==> src/rtl/mem_reset_pkg.sv <==
// Shared types for the DDR reset sequencer: channel state encoding, retry width,
// and the output flags each state drives.
package mem_reset_pkg;

    typedef enum logic [2:0] {
        ST_RESET,
        ST_HOLD,
        ST_WAIT_CAL,
        ST_OK,
        ST_FAIL
    } mem_rst_state_t;

    localparam int RETRY_W = 4;

    typedef struct packed {
        logic mem_reset;
        logic mem_ok;
        logic mem_fail;
    } chan_flags_t;

    function automatic chan_flags_t flags_of(mem_rst_state_t s);
        chan_flags_t f;
        f = '{mem_reset: 1'b1, mem_ok: 1'b0, mem_fail: 1'b0};
        case (s)
            ST_WAIT_CAL: f.mem_reset = 1'b0;
            ST_OK: begin
                f.mem_reset = 1'b0;
                f.mem_ok    = 1'b1;
            end
            ST_FAIL: f.mem_fail = 1'b1;
            default: ;
        endcase
        return f;
    endfunction

    // A one-cycle period still needs a 1-bit counter.
    function automatic int cnt_width(int n);
        return (n > 1) ? $clog2(n) : 1;
    endfunction

endpackage

==> src/rtl/mem_reset_channel.sv <==
// One memory channel: synchronizer bank for its asynchronous status inputs plus the
// reset / hold / calibration-supervision state machine.
//
// state    | meaning
// RESET    | controller held in reset until clock_ok and no sys_reset
// HOLD     | inputs qualified, counting out the reset hold time
// WAIT_CAL | reset released, waiting for lock + calibration under timeout
// OK       | locked and calibrated
// FAIL     | retries exhausted; left only via sys_reset or sys_reset_n
module mem_reset_channel
    import mem_reset_pkg::*;
#(
    parameter int SYNC_STAGES = 3,
    parameter int HOLD_CYCLES = 16,
    parameter int CAL_TIMEOUT = 1000000,
    parameter int MAX_RETRY   = 3
) (
    input  logic               clock,
    input  logic               sys_reset_n,
    input  logic               sys_reset_sync,
    input  logic               clock_ok,
    input  logic               mmcm_locked,
    input  logic               calib_complete,
    output logic               mem_reset,
    output logic               mem_ok,
    output logic               mem_fail,
    output logic [RETRY_W-1:0] retry_count
);

    localparam int HOLD_W = cnt_width(HOLD_CYCLES);
    localparam int CAL_W  = cnt_width(CAL_TIMEOUT);
    localparam logic [HOLD_W-1:0]  HOLD_LAST = HOLD_W'(HOLD_CYCLES - 1);
    localparam logic [CAL_W-1:0]   CAL_LAST  = CAL_W'(CAL_TIMEOUT - 1);
    localparam logic [RETRY_W-1:0] RETRY_MAX = RETRY_W'(MAX_RETRY);

    (* ASYNC_REG = "TRUE" *) logic [2:0] sync_q [SYNC_STAGES];

    logic clock_ok_s;
    logic locked_s;
    logic calib_s;
    logic ready_s;

    mem_rst_state_t    state;
    logic [HOLD_W-1:0] hold_cnt;
    logic [CAL_W-1:0]  cal_cnt;

    always_ff @(posedge clock or negedge sys_reset_n) begin
        if (!sys_reset_n) begin
            for (int i = 0; i < SYNC_STAGES; i++) sync_q[i] <= '0;
        end else begin
            sync_q[0] <= {clock_ok, mmcm_locked, calib_complete};
            for (int i = 1; i < SYNC_STAGES; i++) sync_q[i] <= sync_q[i-1];
        end
    end

    assign {clock_ok_s, locked_s, calib_s} = sync_q[SYNC_STAGES-1];
    assign ready_s = locked_s & calib_s;

    // Abort branches sit ahead of the state case so they beat success or timeout.
    always_ff @(posedge clock or negedge sys_reset_n) begin
        if (!sys_reset_n) begin
            state       <= ST_RESET;
            hold_cnt    <= '0;
            cal_cnt     <= '0;
            retry_count <= '0;
            {mem_reset, mem_ok, mem_fail} <= flags_of(ST_RESET);
        end else if (sys_reset_sync) begin
            state       <= ST_RESET;
            retry_count <= '0;
            {mem_reset, mem_ok, mem_fail} <= flags_of(ST_RESET);
        end else if (!clock_ok_s && state != ST_FAIL) begin
            state <= ST_RESET;
            {mem_reset, mem_ok, mem_fail} <= flags_of(ST_RESET);
        end else begin
            unique case (state)
                ST_RESET: begin
                    state    <= ST_HOLD;
                    hold_cnt <= '0;
                    {mem_reset, mem_ok, mem_fail} <= flags_of(ST_HOLD);
                end
                ST_HOLD: begin
                    if (hold_cnt == HOLD_LAST) begin
                        state   <= ST_WAIT_CAL;
                        cal_cnt <= '0;
                        {mem_reset, mem_ok, mem_fail} <= flags_of(ST_WAIT_CAL);
                    end else begin
                        hold_cnt <= hold_cnt + 1'b1;
                    end
                end
                ST_WAIT_CAL: begin
                    if (ready_s) begin
                        state <= ST_OK;
                        {mem_reset, mem_ok, mem_fail} <= flags_of(ST_OK);
                    end else if (cal_cnt == CAL_LAST) begin
                        if (retry_count < RETRY_MAX) begin
                            retry_count <= retry_count + 1'b1;
                            state       <= ST_RESET;
                            {mem_reset, mem_ok, mem_fail} <= flags_of(ST_RESET);
                        end else begin
                            state <= ST_FAIL;
                            {mem_reset, mem_ok, mem_fail} <= flags_of(ST_FAIL);
                        end
                    end else begin
                        cal_cnt <= cal_cnt + 1'b1;
                    end
                end
                ST_OK: begin
                    if (!ready_s) begin
                        state   <= ST_WAIT_CAL;
                        cal_cnt <= '0;
                        {mem_reset, mem_ok, mem_fail} <= flags_of(ST_WAIT_CAL);
                    end
                end
                ST_FAIL: ;
                default: begin
                    state <= ST_RESET;
                    {mem_reset, mem_ok, mem_fail} <= flags_of(ST_RESET);
                end
            endcase
        end
    end

endmodule

==> src/rtl/mem_reset_sequencer.sv <==
// Multi-channel DDR reset sequencer: shared sys_reset synchronizer, one sequencing
// channel per memory controller, and a registered aggregate ready.
module mem_reset_sequencer
    import mem_reset_pkg::*;
#(
    parameter int CHANNELS    = 2,
    parameter int SYNC_STAGES = 3,
    parameter int HOLD_CYCLES = 16,
    parameter int CAL_TIMEOUT = 1000000,
    parameter int MAX_RETRY   = 3
) (
    input  logic                          clock,
    input  logic                          sys_reset_n,
    input  logic                          sys_reset,
    input  logic [CHANNELS-1:0]           clock_ok,
    input  logic [CHANNELS-1:0]           mmcm_locked,
    input  logic [CHANNELS-1:0]           calib_complete,
    output logic [CHANNELS-1:0]           mem_reset,
    output logic [CHANNELS-1:0]           mem_ok,
    output logic [CHANNELS-1:0]           mem_fail,
    output logic                          all_ok,
    output logic [RETRY_W*CHANNELS-1:0]   retry_count
);

    (* ASYNC_REG = "TRUE" *) logic [SYNC_STAGES-1:0] sys_reset_q;
    logic sys_reset_sync;

    always_ff @(posedge clock or negedge sys_reset_n) begin
        if (!sys_reset_n) sys_reset_q <= '0;
        else              sys_reset_q <= {sys_reset_q[SYNC_STAGES-2:0], sys_reset};
    end

    assign sys_reset_sync = sys_reset_q[SYNC_STAGES-1];

    for (genvar i = 0; i < CHANNELS; i++) begin : g_chan
        mem_reset_channel #(
            .SYNC_STAGES (SYNC_STAGES),
            .HOLD_CYCLES (HOLD_CYCLES),
            .CAL_TIMEOUT (CAL_TIMEOUT),
            .MAX_RETRY   (MAX_RETRY)
        ) u_chan (
            .clock          (clock),
            .sys_reset_n    (sys_reset_n),
            .sys_reset_sync (sys_reset_sync),
            .clock_ok       (clock_ok[i]),
            .mmcm_locked    (mmcm_locked[i]),
            .calib_complete (calib_complete[i]),
            .mem_reset      (mem_reset[i]),
            .mem_ok         (mem_ok[i]),
            .mem_fail       (mem_fail[i]),
            .retry_count    (retry_count[RETRY_W*i +: RETRY_W])
        );
    end

    always_ff @(posedge clock or negedge sys_reset_n) begin
        if (!sys_reset_n) all_ok <= 1'b0;
        else              all_ok <= &mem_ok;
    end

endmodule

==> config.mk <==
export PLATFORM = sky130hd
export DESIGN_NAME = mem_reset_sequencer
export DESIGN_NICKNAME = d
export VERILOG_FILES = /design/src/rtl/mem_reset_pkg.sv /design/src/rtl/mem_reset_channel.sv /design/src/rtl/mem_reset_sequencer.sv
export SDC_FILE = /design/constraint.sdc
export NUM_CORES = 1
export LEC_CHECK = 0
export CORE_AREA = 4 4 96 98
export DETAILED_ROUTE_END_ITERATION = 10
export DIE_AREA = 0 0 100 102
export GPL_ROUTABILITY_DRIVEN = 0
export PLACE_DENSITY = 0.74
export REMOVE_ABC_BUFFERS = 1
export SLEW_MARGIN = 10
export SYNTH_ARGS = -nofsm -noshare
export SYNTH_HDL_FRONTEND = slang
export SYNTH_SLANG_ARGS = --single-unit
==> constraint.sdc <==
create_clock -name clock -period 1.9 [get_ports clock]
set_input_delay 0.19 -clock clock [delete_from_list [all_inputs] [get_ports clock]]
set_output_delay 0.19 -clock clock [all_outputs]
set_load 0.03 [all_outputs]
Word level (Yosys, flattened, before mapping):

Index checks and enable logic that the tools add are counted.

* multiply operators: 0
* order comparisons: 2
* div/mod/pow operators: 0
* equality and inequality tests: 36
* reductions and logical operators: 25
* shift-type cells: 0
* $add $sub $neg: 6
* bitwise gates (word level): 5
* mux-type cells: 78

Operator list (number)
* 2-to-1 mux 20 bit: 8
* case mux 20 bit (3 select lines): 2
* 2-to-1 mux 4 bit: 14
* 2-to-1 mux 3 bit: 14
* adder 20 x 1 -> 20 bit (second input constant): 2
* == test 20 bit (second input constant): 2
* 2-to-1 mux 1 bit: 30
* case mux 3 bit (5 select lines): 2
* != test 2 bit (second input constant): 12
* case mux 1 bit (4 select lines): 6
* adder 4 x 1 -> 4 bit (second input constant): 4
* case mux 4 bit (2 select lines): 2
* AND reduction 4 bit: 4
* nonzero test 2 bit: 8
* AND reduction 7 bit: 2
* == test 3 x 2 -> 1 bit (second input constant): 4
* != test 5 x 2 -> 1 bit (second input constant): 2
* AND reduction 5 bit: 2
* == test 4 bit (second input constant): 2
* less-than comparator 4 x 2 -> 1 bit (second input constant): 2
* != test 4 x 2 -> 1 bit (second input constant): 2
* != test 4 bit (second input constant): 2
* == test 3 x 1 -> 1 bit (second input constant): 2
* == test 3 bit (second input constant): 2
* other kinds (10): 20

* register bits after elaboration: 90
* bits in read-only memories: 0
* output and inout bits: 15
* input port bits: 9
* memories: 0
* bits in latches: 0
* word-level logic and storage cells: 174
* memory bits (writable): 0

Longest topological paths before layout:

Gate-level depths: netlist of run 1.

* depth in word-level cells: 7
* depth in mapped cells: 8
* mapped depth without buffers: 6

By module:

From an unflattened synthesis of run 1, not the netlist that was laid out.

* cells, all modules: 449
* area, all modules: 4498.1 um2

Modules (own cells, without submodules)
* mem_reset_channel (g_chan[0].u_chan): sequential area each 1077.3 um2, area each 2197.1 um2, cells each 220, instances 1
* mem_reset_channel (g_chan[1].u_chan): sequential area each 1077.3 um2, area each 2194.6 um2, cells each 224, instances 1
* mem_reset_sequencer: sequential area each 100.1 um2, area each 106.4 um2, cells each 5, instances 1

Worst setup path after synthesis of run 1:

Ideal clock, no wire load.

* kind: register to register
* from: reg g_chan[0].u_chan.hold_cnt[0]
* to: reg g_chan[0].u_chan.cal_cnt[15]
* slack: -0.084 ns
* library setup time: 0.078 ns
* stages on the path, launching flop included: 8
* required time: 1.822 ns
* period minus slack after synthesis: 1.984 ns
* buffers on the path: 1
* data arrival time: 1.906 ns
* cells stage by stage: dfrtp_1 > ha_1 > nand3_1 > a2111oi_4 > o21ai_2 > buf_6 > or4_1 > a21oi_1

* longest elaborated chain between the ends: 3

Ends and longest elaborated chain
* from (decl): RTL line mem_reset_channel.sv:44 `logic [HOLD_W-1:0] hold_cnt;`
* from (signal assigned): RTL line mem_reset_channel.sv:87 `hold_cnt <= hold_cnt + 1'b1;`
* == test 4 bit: RTL line mem_reset_channel.sv:82 `if (hold_cnt == HOLD_LAST) begin`
* != test 2 x 1 -> 1 bit (no line)
* AND reduction 7 bit (no line)
* to (signal assigned): RTL line mem_reset_channel.sv:104 `cal_cnt <= cal_cnt + 1'b1;`
* to (decl): RTL line mem_reset_channel.sv:45 `logic [CAL_W-1:0] cal_cnt;`

Every way passes these cells.
A chain may end at the register's enable or synchronous reset.

Worst setup path after layout of run 1:

* from: reg sys_reset_q[2]
* to: reg g_chan[0].u_chan.cal_cnt[18]

* longest elaborated chain between the ends: 2

Ends and longest elaborated chain
* from (decl): RTL line mem_reset_sequencer.sv:25 `(* ASYNC_REG = "TRUE" *) logic [SYNC_STAGES-1:0] sys_reset_q;`
* from (signal assigned): RTL line mem_reset_sequencer.sv:30 `else sys_reset_q <= {sys_reset_q[SYNC_STAGES-2:0], sys_reset};`
* inverter 1 bit (no line)
* AND reduction 7 bit (no line)

Every way passes these cells.

==> Implementation_results.wiki, run 1 <==
{| class="wikitable"
! Metric !! Value
|-
| Static Leakage || 0.00257 uW
|-
| Number of nets with antenna violations after detailed routing || 0
|-
| Post-DP HPWL || around 7.1 mm
|-
| Sequential share of the synthesized area || about half
|-
| Iter 0 DRT Violations || around 280
|-
| Worst vdd rail ir drop || approximately 0.38 mV
|-
| Max-slew violation count || 0
|-
| Count of boundary I/O pins || 24
|-
| Final setup viols || 40
|-
| CTS tree || done
|-
| Cell count after synthesis || between 400 and 500
|-
| Antenna violations before repair || 0
|-
| Global-route wire length before repair || 18.3 mm
|-
| Worst-path fanout max || 5
|-
| Final period utilization || 110%
|-
| Growth of design area from synthesis to finish || 37.6%
|-
| Wire length per cell || 17.7 microns
|-
| Final period demand of the worst path || 2.09 ns
|-
| Total power || approximately 3600 uW
|-
| Per-instance average area after synthesis || between 9 and 10 sq um
|-
| Setup repair after global routing missed its margin || true
|-
| Part of the power in combinational logic || 9.7%
|-
| Highest-count cells in the layout ignoring fill and taps || sky130_fd_sc_hd__buf_4, sky130_fd_sc_hd__dfrtp_1, sky130_fd_sc_hd__nand2_1, sky130_fd_sc_hd__nand3_1
|-
| Slew of the pin with the lowest slew margin || a little under 0.5 ns
|-
| Horiz. Die Dim || ~100 microns
|-
| XOR/XNOR share of the synthesized area || less than 1%
|-
| TritonCTS buffer count || 9
|-
| Remaining Overflow, GRT || 0
|-
| Area occupied by registers || 2250 sq um
|-
| Vias per inst || ~6
|-
| Synth cell types || 56
|-
| Final Skew || about 0.012 ns
|-
| CTS H-tree depth || 3
|-
| Number of remaining DRC errors || 0
|-
| Net switching component of the power || between 900 and 1000 uW
|-
| Die area || around 10000 sq um
|-
| Worst-case setup margin in the final layout || -0.187 ns
|-
| WHS || around 0.25 ns
|-
| Number of enable-type register cells in the synthesized netlist || 0
|-
| Yosys warning total || 0
|-
| Total length of routed wires || 12.0 mm
|-
| Vias in the first global route || 3863
|-
| Startpoint type of the worst setup path || flip-flop
|-
| CP startpoint || sys_reset_q[2]$_DFF_PN0_
|-
| Top post-synthesis cells by area || sky130_fd_sc_hd__dfrtp_1, sky130_fd_sc_hd__a21oi_1, sky130_fd_sc_hd__nand3_1
|-
| Compound-gate portion of the synthesized area || 17.5%
|-
| Post-synth top flop || sky130_fd_sc_hd__dfrtp_1
|-
| Violated checks || negative setup slack
|-
| Number of standard-cell rows in the floorplan || 34
|-
| Reg2reg end || g_chan[0].u_chan.cal_cnt[18]$_DFFE_PN0P_
|-
| Simple-Gate Fraction of Synth Area || a little over a fifth
|-
| Worst Reg2Reg Path Length in Cells || 6
|-
| Hold violation total from the final report || 0
|-
| Total of max-cap violations || 0
|-
| NumNets Final || 580
|-
| Worst r2r src || sys_reset_q[2]$_DFF_PN0_
|-
| Register bit total from synthesis || 90
|-
| Number of buffers added on ports || 23
|-
| Root buffer cell || sky130_fd_sc_hd__clkbuf_8
|-
| CTS clk-pin slew, worst paths || approximately 0.1 ns
|-
| All-Layer GR Usage || between 20% and 30%
|-
| Vias after detailed routing || just over 4000
|-
| Layout cells sized above 1 || between 30% and 40%
|-
| Type of the tightest min-delay check || primary input to async pin
|-
| Cell type with the largest total area after synthesis || sky130_fd_sc_hd__dfrtp_1
|-
| CP arrival || 2.37 ns
|-
| Clock Tree Buf Depth || 2
|-
| Fmax || about 480 MHz
|-
| Largest family of logic cells by synthesized area || simple AND/OR/NAND/NOR gates
|-
| Worst Setup End Kind || flip-flop
|-
| End point of the critical path || g_chan[0].u_chan.cal_cnt[18]$_DFFE_PN0P_
|-
| Commonest non-fill, non-tap cell in the layout || sky130_fd_sc_hd__buf_4
|-
| Sequential power share || 55.2%
|-
| # clock sinks || 90
|-
| Multi-input combinational cell area || around 2200 sq um
|-
| Multiplexer share of the synthesized area || 2.16%
|-
| Drt first pass iters || 5
|-
| Proportion of netlist area held by the largest area contributor || between 50% and 60%
|-
| Worst EP required || 2.19 ns
|-
| Post-Synth Adder-Cell Area || 1.71%
|-
| Mapped cell area || around 4400 sq um
|-
| PD cells || 596 nW/um^2
|-
| P_int || between 2000 and 3000 uW
|-
| Max-slew headroom at the worst pin || 67.9%
|-
| Fill cells || 572
|-
| Status || finished, violations left
|-
| Critical path type || flip-flop to flip-flop
|-
| Height of the chip || roughly 100 microns
|-
| Reg-to-reg slack, setup || -0.19 ns
|-
| Standard cell core area || 8470 sq um
|-
| Worst-Skew Late Latency || approximately 0.37 ns
|-
| Count of antenna diodes in the layout || 0
|-
| Fraction of power spent switching nets || approximately a quarter
|-
| Maximum number of pins on one net before global-route repair || 53
|-
| Fraction of registers with async set/reset || 100%
|-
| Starting utilization of the core area || approximately half
|-
| Clk network pwr share || 35.1%
|}
==> routing by layer <==
metal  vias up  global-route usage, %  part of all wire (%)  wire length (microns)
met5         -                      0                     0                      0
met4         0                   8.81                   2.3                    282
met2       179                   36.1                    51                   6090
met3        34                   3.34                   6.0                    718
met1      2049                   30.5                    41                   4920
li1       1889                      -                     -                      -
==> worst max-delay path: stages, from the launching register on <==
cell and delay, ns:
sky130_fd_sc_hd__dfrtp_1 0.42, sky130_fd_sc_hd__or3b_4 0.40, sky130_fd_sc_hd__a2111oi_4 0.21, sky130_fd_sc_hd__buf_6 0.18, sky130_fd_sc_hd__o21ai_2 0.11, sky130_fd_sc_hd__or4_1 0.51, sky130_fd_sc_hd__a21oi_1 0.17
==> stage by stage <==
stage	setup WS [ns]	utilization [%]	cell area (sq um)	cells	TNS (ns)
5_1_grt	-0.259	71.5	6050	678	-5.53
4_1_cts	-0.0893	67.1	5680	662	-0.938
2_1_floorplan	-0.769	-	4260	415	-19.65
3_5_place_dp	-0.296	62.7	5310	634	-8.08
6_report	-0.187	71.5	6050	678	-2.57
3_3_place_gp	-0.221	62.7	5310	634	-6.28
==> layout make-up <==
cell class,instances,area share [%]
inverters,19,1.18
flip-flops and latches,90,37.2
clock buffers,10,2.27
well taps,108,2.23
clock inverters,6,0.785
multi-input cells,309,36.9
repair buffers,136,19.4
==> logic make-up (layout without fill, tap and decap cells) <==
group,Yosys count,count (layout)
AOI/OAI and AO/OA,114,117
xor gates and xnor gates,5,5
adders and majority gates,6,6
buffers and inverters,44,171
DFF,90,90
muxes,9,9
and+or+nand+nor,172,172
==> power by group through the flow <==
| stage | combinational (uW) | clock [uW] | sequential [uW] |
|---|---|---|---|
| final | 350 | 1270 | 1990 |
| after global routing | 381 | 1370 | 2000 |
| after CTS | 311 | 1270 | 1990 |
| after detailed placement | 289 | 0 | 2030 |
| after global placement | 279 | 0 | 2020 |
| after floorplan | 103 | 0 | 2040 |
==> what timing repair did <==
item,in CTS,in global routing
hold buffers,1,0
endpoints found under the hold margin,21,0
buffers inserted,8,16
pin swaps,21,15
endpoints found under the setup margin,44,50
gates cloned,4,2
gates resized for setup,17,63
==> worst min-delay path by stage <==
stage	startpoint	cells past startpoint	slack, ns	end
final	sys_reset_n	2	0.25	g_chan[1].u_chan.cal_cnt[17]$_DFFE_PN0P_
after detailed placement	sys_reset_n	1	0.11	g_chan[1].u_chan.cal_cnt[17]$_DFFE_PN0P_
after global placement	sys_reset_n	1	0.11	g_chan[1].u_chan.cal_cnt[16]$_DFFE_PN0P_
after CTS	mmcm_locked[0]	1	0.24	g_chan[0].u_chan.sync_q[7]$_DFF_PN0_
after floorplan	sys_reset_n	0	-0.11	all_ok$_DFF_PN0_
after global routing	mmcm_locked[0]	1	0.23	g_chan[0].u_chan.sync_q[7]$_DFF_PN0_
==> Yosys cell counts, types with 4 or more instances <==
cell,instances
sky130_fd_sc_hd__a21o_1,5
sky130_fd_sc_hd__a21oi_1,35
sky130_fd_sc_hd__a31oi_1,11
sky130_fd_sc_hd__a41oi_1,5
sky130_fd_sc_hd__and2_1,5
sky130_fd_sc_hd__and3_1,13
sky130_fd_sc_hd__buf_2,5
sky130_fd_sc_hd__buf_4,7
sky130_fd_sc_hd__clkbuf_1,10
sky130_fd_sc_hd__dfrtp_1,88
sky130_fd_sc_hd__ha_1,6
sky130_fd_sc_hd__inv_1,19
sky130_fd_sc_hd__mux2_2,4
sky130_fd_sc_hd__mux2i_1,5
sky130_fd_sc_hd__nand2_1,31
sky130_fd_sc_hd__nand3_1,30
sky130_fd_sc_hd__nand3b_1,6
sky130_fd_sc_hd__nand4_1,12
sky130_fd_sc_hd__nor2_1,24
sky130_fd_sc_hd__nor2b_1,5
sky130_fd_sc_hd__nor3_1,9
sky130_fd_sc_hd__nor4_1,6
sky130_fd_sc_hd__o21ai_0,17
sky130_fd_sc_hd__o31ai_1,13
sky130_fd_sc_hd__or4_1,12
sky130_fd_sc_hd__xnor2_1,5
==> state kept, by name (all words and copies together), names as in the netlist <==
name	cells
all_ok	1
g_chan.u_chan.cal_cnt	40
g_chan.u_chan.hold_cnt	8
g_chan.u_chan.mem_fail	2
g_chan.u_chan.mem_ok	2
g_chan.u_chan.mem_reset	2
g_chan.u_chan.retry_count	8
g_chan.u_chan.state	6
g_chan.u_chan.sync_q	18
sys_reset_q	3
Note: power is estimated with default switching activity, not from simulation.
==> run 2, diff against run 1 <==
--- a/config.mk
+++ b/config.mk
@@ -5,11 +5,12 @@
 export SDC_FILE = /design/constraint.sdc
 export NUM_CORES = 1
 export LEC_CHECK = 0
-export CORE_AREA = 4 4 96 98
+export ABC_AREA = 1
+export CORE_AREA = 4 4 98 100
 export DETAILED_ROUTE_END_ITERATION = 10
-export DIE_AREA = 0 0 100 102
+export DIE_AREA = 0 0 102 104
 export GPL_ROUTABILITY_DRIVEN = 0
-export PLACE_DENSITY = 0.74
+export PLACE_DENSITY = 0.75
 export REMOVE_ABC_BUFFERS = 1
 export SLEW_MARGIN = 10
 export SYNTH_ARGS = -nofsm -noshare
==> run 2 against run 1 <==
Effect of this change: the flow now finishes without violations; power increased by 5.5%; flip-flop and latch count unchanged; die area increased by 4.0%; register-to-register slack improved by 0.37 ns; largest power group unchanged; highest routed layer unchanged; cell count increased by 6.0%; clock-buffer cell count decreased by 1.
==> Implementation_results.wiki, run 2 <==
{| class="wikitable"
! Metric !! Value
|-
| Status || finished, final reports clean
|-
| Type of the tightest min-delay check || primary input to flip-flop
|-
| Slew of the pin with the lowest slew margin || 0.611 ns (+0.131 ns)
|-
| Final Skew || 0.00843 ns (-0.00316 ns)
|-
| Number of buffers added on ports || 23 (unchanged)
|-
| Setup repair after global routing missed its margin || false
|-
| Max-slew headroom at the worst pin || 59.2% (-8.7 points)
|-
| CP arrival || 1.55 ns (-0.82 ns)
|-
| CTS tree || done
|-
| Clock Tree Buf Depth || 2 (unchanged)
|-
| Library cell contributing the largest single delay on the critical path || sky130_fd_sc_hd__clkdlybuf4s50_1
|-
| Die area || 10600 sq um (+4.0%)
|-
| Most common cell in the netlist || sky130_fd_sc_hd__nand2_1
|-
| Fill cells || 736 (+29%)
|-
| Most numerous cell types in the synthesized netlist || sky130_fd_sc_hd__nand2_1, sky130_fd_sc_hd__dfrtp_1, sky130_fd_sc_hd__nor2_1
|-
| Crit path max-delay family || buffers and inverters
|-
| PD cells || 720 nW/um^2 (+21%)
|-
| NumNets Final || 622 (+7.2%)
|-
| Reg-to-reg slack, setup || 0.18 ns (+0.37 ns)
|-
| TritonCTS buffer count || 9 (unchanged)
|-
| Proportion of netlist area held by the largest area contributor || 47.5% (-2.6 points)
|-
| Yosys warning total || 0 (unchanged)
|-
| CTS clk-pin slew, worst paths || 0.09 ns (about the same)
|-
| Post-DP HPWL || 6.55 mm (-7.9%)
|-
| Fmax || 574 MHz (+20%)
|-
| Root buffer cell || sky130_fd_sc_hd__clkbuf_8
|-
| Number of nets with antenna violations after detailed routing || 0 (unchanged)
|-
| All-Layer GR Usage || 17.5% (-4.8 points)
|-
| Maximum number of pins on one net before global-route repair || 46 (-13%)
|-
| Layout cells sized above 1 || 11.0% (-24 points)
|-
| Count of boundary I/O pins || 24 (unchanged)
|-
| Worst r2r src || g_chan[1].u_chan.cal_cnt[0]$_DFFE_PN0P_
|-
| Final period utilization || 91.7% (-18 points)
|-
| Commonest non-fill, non-tap cell in the layout || sky130_fd_sc_hd__nand2_1
|-
| Cell type with the largest total area after synthesis || sky130_fd_sc_hd__dfrtp_1
|-
| Antenna violations before repair || 0 (unchanged)
|-
| Height of the chip || 104 microns (+2.0%)
|-
| Worst Setup End Kind || primary output
|-
| Total of max-cap violations || 0 (unchanged)
|-
| Worst EP required || 1.71 ns (-0.48 ns)
|-
| Launch instance of the worst min-delay path || mmcm_locked[0]
|-
| Vias in the first global route || 3497 (-9.5%)
|-
| Final period demand of the worst path || 1.74 ns (-0.346 ns)
|-
| Final setup viols || 0 (-100%)
|-
| Final setup TNS || 0 ns (+2.57 ns)
|-
| Layout Cells excl Fill || 719 (+6.0%)
|-
| Number of flip-flops under the largest register name || 40 (unchanged)
|-
| Vias after detailed routing || 3712 (-11%)
|-
| Count of antenna diodes in the layout || 0 (unchanged)
|-
| Critical path type || flip-flop to primary output
|-
| Register with the most flip-flops || g_chan.u_chan.cal_cnt
|-
| Worst-case setup margin in the final layout || 0.159 ns (+0.346 ns)
|-
| Starting utilization of the core area || 53.5% (+1.5 points)
|-
| Horiz. Die Dim || 102 microns (+2.0%)
|-
| Remaining Overflow, GRT || 0 (unchanged)
|-
| Register bit total from synthesis || 90 (unchanged)
|-
| Global-route wire length before repair || 15.5 mm (-16%)
|-
| Post-Place Setup Slack || 0.129 ns (+0.424 ns)
|-
| Per-instance average area after synthesis || 8.10 sq um (-19%)
|-
| Vias per inst || 5.16 (-16%)
|-
| Worst-path fanout max || 2 (-3)
|-
| Synth cell types || 31 (-45%)
|-
| Standard cell core area || 8680 sq um (+2.5%)
|-
| Wire length per cell || 12.4 microns (-30%)
|-
| Terminating pin of the worst hold path || g_chan[0].u_chan.sync_q[7]$_DFF_PN0_
|-
| Number of enable-type register cells in the synthesized netlist || 0 (unchanged)
|-
| Worst vdd rail ir drop || 0.401 mV (+4.9%)
|-
| Post-synth top flop || sky130_fd_sc_hd__dfrtp_1
|-
| Highest cell delay on the worst timing path || 0.66 ns (+0.15 ns)
|-
| Combined buffer and inverter count along the critical path || 1 (unchanged)
|-
| Number of standard-cell rows in the floorplan || 34 (unchanged)
|-
| Number of remaining DRC errors || 0 (unchanged)
|-
| Cell count after synthesis || 573 (+30%)
|-
| Total power || 3800 uW (+5.5%)
|-
| Iter 0 DRT Violations || 260 (-6.8%)
|-
| CTS H-tree depth || 3 (unchanged)
|-
| Worst Reg2Reg Path Length in Cells || 8 (+2)
|-
| Largest registers || g_chan.u_chan.cal_cnt (40), g_chan.u_chan.sync_q (18)
|-
| Mapped cell area || 4640 sq um (+5.5%)
|-
| Fraction of registers with async set/reset || 100% (unchanged)
|-
| Highest-count cells in the layout ignoring fill and taps || sky130_fd_sc_hd__nand2_1, sky130_fd_sc_hd__dfrtp_1, sky130_fd_sc_hd__nor2_1
|-
| Static Leakage || 0.00245 uW (-5.0%)
|-
| Worst-Skew Late Latency || 0.35 ns (-0.02 ns)
|-
| Hold violation total from the final report || 0 (unchanged)
|-
| Depth of the worst hold-timing path || 1
|-
| Worst path cell trace || clkdlybuf4s50_1
|-
| Total length of routed wires || 8.95 mm (-25%)
|-
| Reg2reg end || g_chan[1].u_chan.state[0]$_DFFE_PN0P_
|-
| Max-slew violation count || 0 (unchanged)
|-
| Drt first pass iters || 4 (-1)
|-
| # clock sinks || 90 (unchanged)
|-
| Growth of design area from synthesis to finish || 13.8%
|-
| Startpoint type of the worst setup path || flip-flop
|-
| Top post-synthesis cells by area || sky130_fd_sc_hd__dfrtp_1, sky130_fd_sc_hd__nand2_1, sky130_fd_sc_hd__nor2_1
|-
| Sequential share of the synthesized area || 48.6% (-2.7 points)
|-
| Placed cell count || 698 (+10%)
|}
run 2: cell count changes in the layout (fill, tap and decap cells not counted), sizes merged, moves of 12 or more:
cell | previous run | this run
nand2 | 31 | 167
buf | 113 | 15
nor2 | 24 | 70
inv | 22 | 65
a21oi | 36 | 7
o21ai | 21 | 44
xor2 | 0 | 23
nand3 | 30 | 44
and3 | 13 | 0
o31ai | 13 | 0
or4 | 12 | 0
run 2: final cells by class:
type                            count  area (sq um)  share of cell area, %
Clock buffer                        9           124                   2.35
Clock inverter                      6           115                   2.18
Inverter                           64           240                   4.55
Multi-Input combinational cell    404          2030                   38.5
Sequential cell                    90          2260                   42.7
Tap cell                          108           135                   2.56
Timing Repair Buffer               38           380                   7.20
run 2: worst max-delay path by stage:
stage                                                  startpoint                                  endpoint  slack, ns  depth (start not counted)
after floorplan           g_chan[0].u_chan.cal_cnt[0]$_DFFE_PN0P_  g_chan[0].u_chan.cal_cnt[16]$_DFFE_PN0P_       0.22                          6
after global routing        g_chan[1].u_chan.state[2]$_DFFE_PN0P_  g_chan[1].u_chan.hold_cnt[3]$_DFFE_PN0P_     0.0006                         11
after CTS                 g_chan[1].u_chan.cal_cnt[0]$_DFFE_PN0P_     g_chan[1].u_chan.state[0]$_DFFE_PN0P_       0.13                          8
after detailed placement  g_chan[1].u_chan.cal_cnt[0]$_DFFE_PN0P_     g_chan[1].u_chan.state[0]$_DFFE_PN0P_       0.13                          8
after global placement    g_chan[1].u_chan.cal_cnt[0]$_DFFE_PN0P_     g_chan[1].u_chan.mem_fail$_DFFE_PN0P_       0.18                          8
final                      g_chan[0].u_chan.mem_reset$_DFFE_PN1P_                              mem_reset[0]       0.16                          1
run 2: cell families (layout without fill, tap and decap cells):
| family | after synthesis | in the layout | synth area share [%] |
|---|---|---|---|
| AO/OA/AOI/OAI | 54 | 54 | 7.04 |
| XOR/XNOR | 27 | 27 | 5.10 |
| adder cells (fa/ha/maj) | 6 | 6 | 1.62 |
| buffers and inverters | 79 | 117 | 7.87 |
| flip-flops | 90 | 90 | 48.6 |
| AND/OR/NAND/NOR | 317 | 317 | 29.8 |
run 2: stage by stage:
step | utilization [%] | instance area, sq um | hold WS, ns
floorplan | - | 4520 | -0.106
global placement | 57.4 | 4980 | 0.234
finish | 60.9 | 5280 | 0.270
detailed placement | 57.4 | 4980 | 0.246
CTS | 60.3 | 5230 | 0.257
global route | 60.9 | 5280 | 0.257
run 2: metal layers:
layer  routed length [microns]  track usage (%)
met5                         0                0
met1                      4180             24.3
met2                      4230             27.9
met4                       178             6.28
met3                       360             2.48
run 2: report_power, final:
group | total, uW | internal (uW) | switching, uW
logic | 240 | 90.1 | 150
clock network | 1540 | 873 | 665
registers | 2030 | 1980 | 45.5
total | 3800 | 2940 | 860
run 2: timing repair:
item,4_1_cts,5_1_grt
gates resized for setup,0,4
setup buffers,0,5
hold buffers,1,0
setup endpoints to repair,0,20
hold endpoints to repair,41,0
==> run 3, diff against run 2 <==
--- a/config.mk
+++ b/config.mk
@@ -6,11 +6,11 @@
 export NUM_CORES = 1
 export LEC_CHECK = 0
 export ABC_AREA = 1
-export CORE_AREA = 4 4 98 100
+export CORE_AREA = 4 4 135 72
 export DETAILED_ROUTE_END_ITERATION = 10
-export DIE_AREA = 0 0 102 104
+export DIE_AREA = 0 0 139 76
 export GPL_ROUTABILITY_DRIVEN = 0
-export PLACE_DENSITY = 0.75
+export PLACE_DENSITY = 0.73
 export REMOVE_ABC_BUFFERS = 1
 export SLEW_MARGIN = 10
 export SYNTH_ARGS = -nofsm -noshare
==> constraint.sdc (replaced) <==
create_clock -name clock -period 1.8 [get_ports clock]
set_input_delay 0.18 -clock clock [delete_from_list [all_inputs] [get_ports clock]]
set_output_delay 0.18 -clock clock [all_outputs]
set_load 0.03 [all_outputs]
==> run 3 against run 2 <==
Effect of this change: clock skew down 0.00095 ns; sequential power up 5%; clock-buffer cell count did not move; hold slack lost 0.024 ns; combinational power grew 20%; utilization grew 3.2 points; sequential share of layout area shrank 1.4 points; via count grew 1.6%; clock power up 32%; register-to-register slack got worse by 0.03 ns; global-route usage rose by 1.4 points; critical path type unchanged; largest cell class unchanged.
==> Implementation_results.wiki, run 3 (same netlist as run 2, synthesis figures left out) <==
{| class="wikitable"
! Metric !! Value
|-
| Iter 0 DRT Violations || 191 (-27%)
|-
| Worst Setup End Kind || primary output
|-
| Combined buffer and inverter count along the critical path || 1 (unchanged)
|-
| Total length of routed wires || 9.26 mm (+3.5%)
|-
| Count of antenna diodes in the layout || 0 (unchanged)
|-
| TritonCTS buffer count || 9 (unchanged)
|-
| Final period demand of the worst path || ~1.7 ns
|-
| Final setup viols || 0 (unchanged)
|-
| Critical path type || flip-flop to primary output
|-
| Highest cell delay on the worst timing path || 0.67 ns (about the same)
|-
| Count of boundary I/O pins || 24 (unchanged)
|-
| Max-slew headroom at the worst pin || 76.6% (+17 points)
|-
| Final period utilization || between 90% and 100%
|-
| Clk network pwr share || 45.5% (+5.1 points)
|-
| Multi-input combinational cell area || 2050 sq um (+0.86%)
|-
| Commonest non-fill, non-tap cell in the layout || sky130_fd_sc_hd__nand2_1
|-
| Type of the tightest min-delay check || primary input to async pin
|-
| Fraction of power spent switching nets || 23.0% (+0.36 points)
|-
| Area occupied by registers || 2260 sq um (unchanged)
|-
| NumNets Final || 632 (+1.6%)
|-
| Highest-count cells in the layout ignoring fill and taps || sky130_fd_sc_hd__nand2_1, sky130_fd_sc_hd__dfrtp_1, sky130_fd_sc_hd__nor2_1
|-
| Vias after detailed routing || 3770 (+1.6%)
|-
| Horiz. Die Dim || 139 microns (+36%)
|-
| Hold violation total from the final report || 0 (unchanged)
|-
| Root buffer cell || sky130_fd_sc_hd__clkbuf_16
|-
| Max-slew violation count || 0 (unchanged)
|-
| CTS H-tree depth || 3 (unchanged)
|-
| Status || finished, final reports clean
|-
| Starting utilization of the core area || 54.4% (+0.94 points)
|-
| Worst-path fanout max || 2 (unchanged)
|-
| Number of nets with antenna violations after detailed routing || 0 (unchanged)
|-
| CTS tree || done
|-
| Vias in the first global route || 3714 (+6.2%)
|-
| Drt first pass iters || 5 (+1)
|-
| Layout cells sized above 1 || 13.3% (+2.4 points)
|-
| Worst-Skew Late Latency || 0.35 ns (about the same)
|-
| Register with the most flip-flops || g_chan.u_chan.cal_cnt
|-
| Worst vdd rail ir drop || 0.500 mV (+25%)
|-
| Standard cell core area || 8530 sq um (-1.7%)
|-
| Final Skew || 0.00748 ns (-0.000953 ns)
|-
| CTS clk-pin slew, worst paths || 0.07 ns (-0.02 ns)
|-
| Slew of the pin with the lowest slew margin || 0.348 ns (-0.263 ns)
|-
| Worst-case setup margin in the final layout || 0.0743 ns (-0.0843 ns)
|-
| Number of standard-cell rows in the floorplan || 24 (-29%)
|-
| Placed cell count || 718 (+2.9%)
|-
| Number of buffers added on ports || 23 (unchanged)
|-
| Antenna violations before repair || 0 (unchanged)
|-
| Clock Tree Buf Depth || 2 (unchanged)
|-
| Static Leakage || 0.00253 uW (+3.4%)
|-
| Startpoint type of the worst setup path || flip-flop
|-
| Worst path cell trace || clkdlybuf4s50_1
|-
| Post-Place Setup Slack || 0.0765 ns (-0.0523 ns)
|-
| Growth of design area from synthesis to finish || 17.8%
|-
| Fmax || between 500 and 600 MHz
|-
| Total power || 4460 uW (+17%)
|-
| Library cell contributing the largest single delay on the critical path || sky130_fd_sc_hd__clkdlybuf4s50_1
|-
| CP arrival || 1.55 ns (about the same)
|-
| Part of the power in combinational logic || 6.4% (about the same)
|-
| Worst EP required || 1.62 ns (-0.09 ns)
|-
| Total of max-cap violations || 0 (unchanged)
|-
| Wire length per cell || 12.5 microns (+0.73%)
|-
| Fill cells || 723 (-1.8%)
|-
| Net switching component of the power || 1020 uW (+19%)
|-
| Height of the chip || 76 microns (-27%)
|-
| Crit path max-delay family || buffers and inverters
|-
| Setup repair after global routing missed its margin || true
|-
| Sequential power share || 48.0% (-5.2 points)
|-
| P_int || 3430 uW (+17%)
|-
| Remaining Overflow, GRT || 0 (unchanged)
|-
| All-Layer GR Usage || 18.9% (+1.4 points)
|-
| Post-DP HPWL || 6.66 mm (+1.6%)
|-
| Largest registers || g_chan.u_chan.cal_cnt (40), g_chan.u_chan.sync_q (18)
|-
| Vias per inst || 5.10 (-1.2%)
|-
| # clock sinks || 90 (unchanged)
|-
| Die area || 10600 sq um (-0.41%)
|-
| Global-route wire length before repair || 16.6 mm (+7.2%)
|-
| Layout Cells excl Fill || 739 (+2.8%)
|-
| Reg-to-reg slack, setup || 0.15 ns (-0.03 ns)
|-
| Number of remaining DRC errors || 0 (unchanged)
|-
| PD cells || 815 nW/um^2 (+13%)
|-
| Final setup TNS || 0 ns (unchanged)
|-
| Number of flip-flops under the largest register name || 40 (unchanged)
|-
| Maximum number of pins on one net before global-route repair || 41 (-11%)
|}
[run 3: cell type report]
class / instances / area share, %
flip-flops and latches: 90 / 41.3
clock buffers: 9 / 4.12
clock inverters: 7 / 1.88
inverters: 64 / 4.40
well taps: 117 / 2.68
repair buffers: 48 / 8.17
multi-input cells: 404 / 37.5
[run 3: path summary, 6_finish.rpt]
check                                                              from                                       end  depth (start not counted)
worst max-delay path             g_chan[0].u_chan.mem_reset$_DFFE_PN1P_                              mem_reset[0]                          1
worst min-delay path                                        sys_reset_n  g_chan[0].u_chan.cal_cnt[16]$_DFFE_PN0P_                          2
worst max register to register  g_chan[0].u_chan.cal_cnt[0]$_DFFE_PN0P_  g_chan[0].u_chan.cal_cnt[18]$_DFFE_PN0P_                          9
worst min register to register     g_chan[0].u_chan.sync_q[8]$_DFF_PN0_      g_chan[0].u_chan.sync_q[5]$_DFF_PN0_                          0
max in group asynchronous                                   sys_reset_n    g_chan[1].u_chan.mem_reset$_DFFE_PN1P_                          3
min in group clock                                          clock_ok[1]      g_chan[1].u_chan.sync_q[8]$_DFF_PN0_                          1
[run 3: routing by layer]
layer	track usage (%)	share of wire (%)
met3	5.14	3.5
met4	6.15	1.7
met5	0	0
met1	23.2	45
met2	32.5	50
[run 3: repair_timing]
action | CTS | global route
setup endpoints to repair | 0 | 43
setup buffers | 0 | 4
hold buffers | 1 | 0
gates resized for setup | 0 | 11
hold endpoints to repair | 17 | 0
[run 3: power groups by stage]
stage                     clock (uW)  sequential, uW  combinational [uW]
after floorplan                    0            2180                 130
after global placement             0            2170                 268
after detailed placement           0            2170                 277
after CTS                       2070            2140                 287
after global routing            2170            2150                 326
final                           2030            2140                 287
[run 3: metrics by stage]
stage | util (%) | hold WS (ns) | cell area (sq um)
2_1_floorplan | - | -0.116 | 4520
3_3_place_gp | 59.4 | 0.0772 | 5060
3_5_place_dp | 59.4 | 0.0769 | 5060
4_1_cts | 63.4 | 0.244 | 5400
5_1_grt | 64.1 | 0.269 | 5470
6_report | 64.1 | 0.246 | 5470
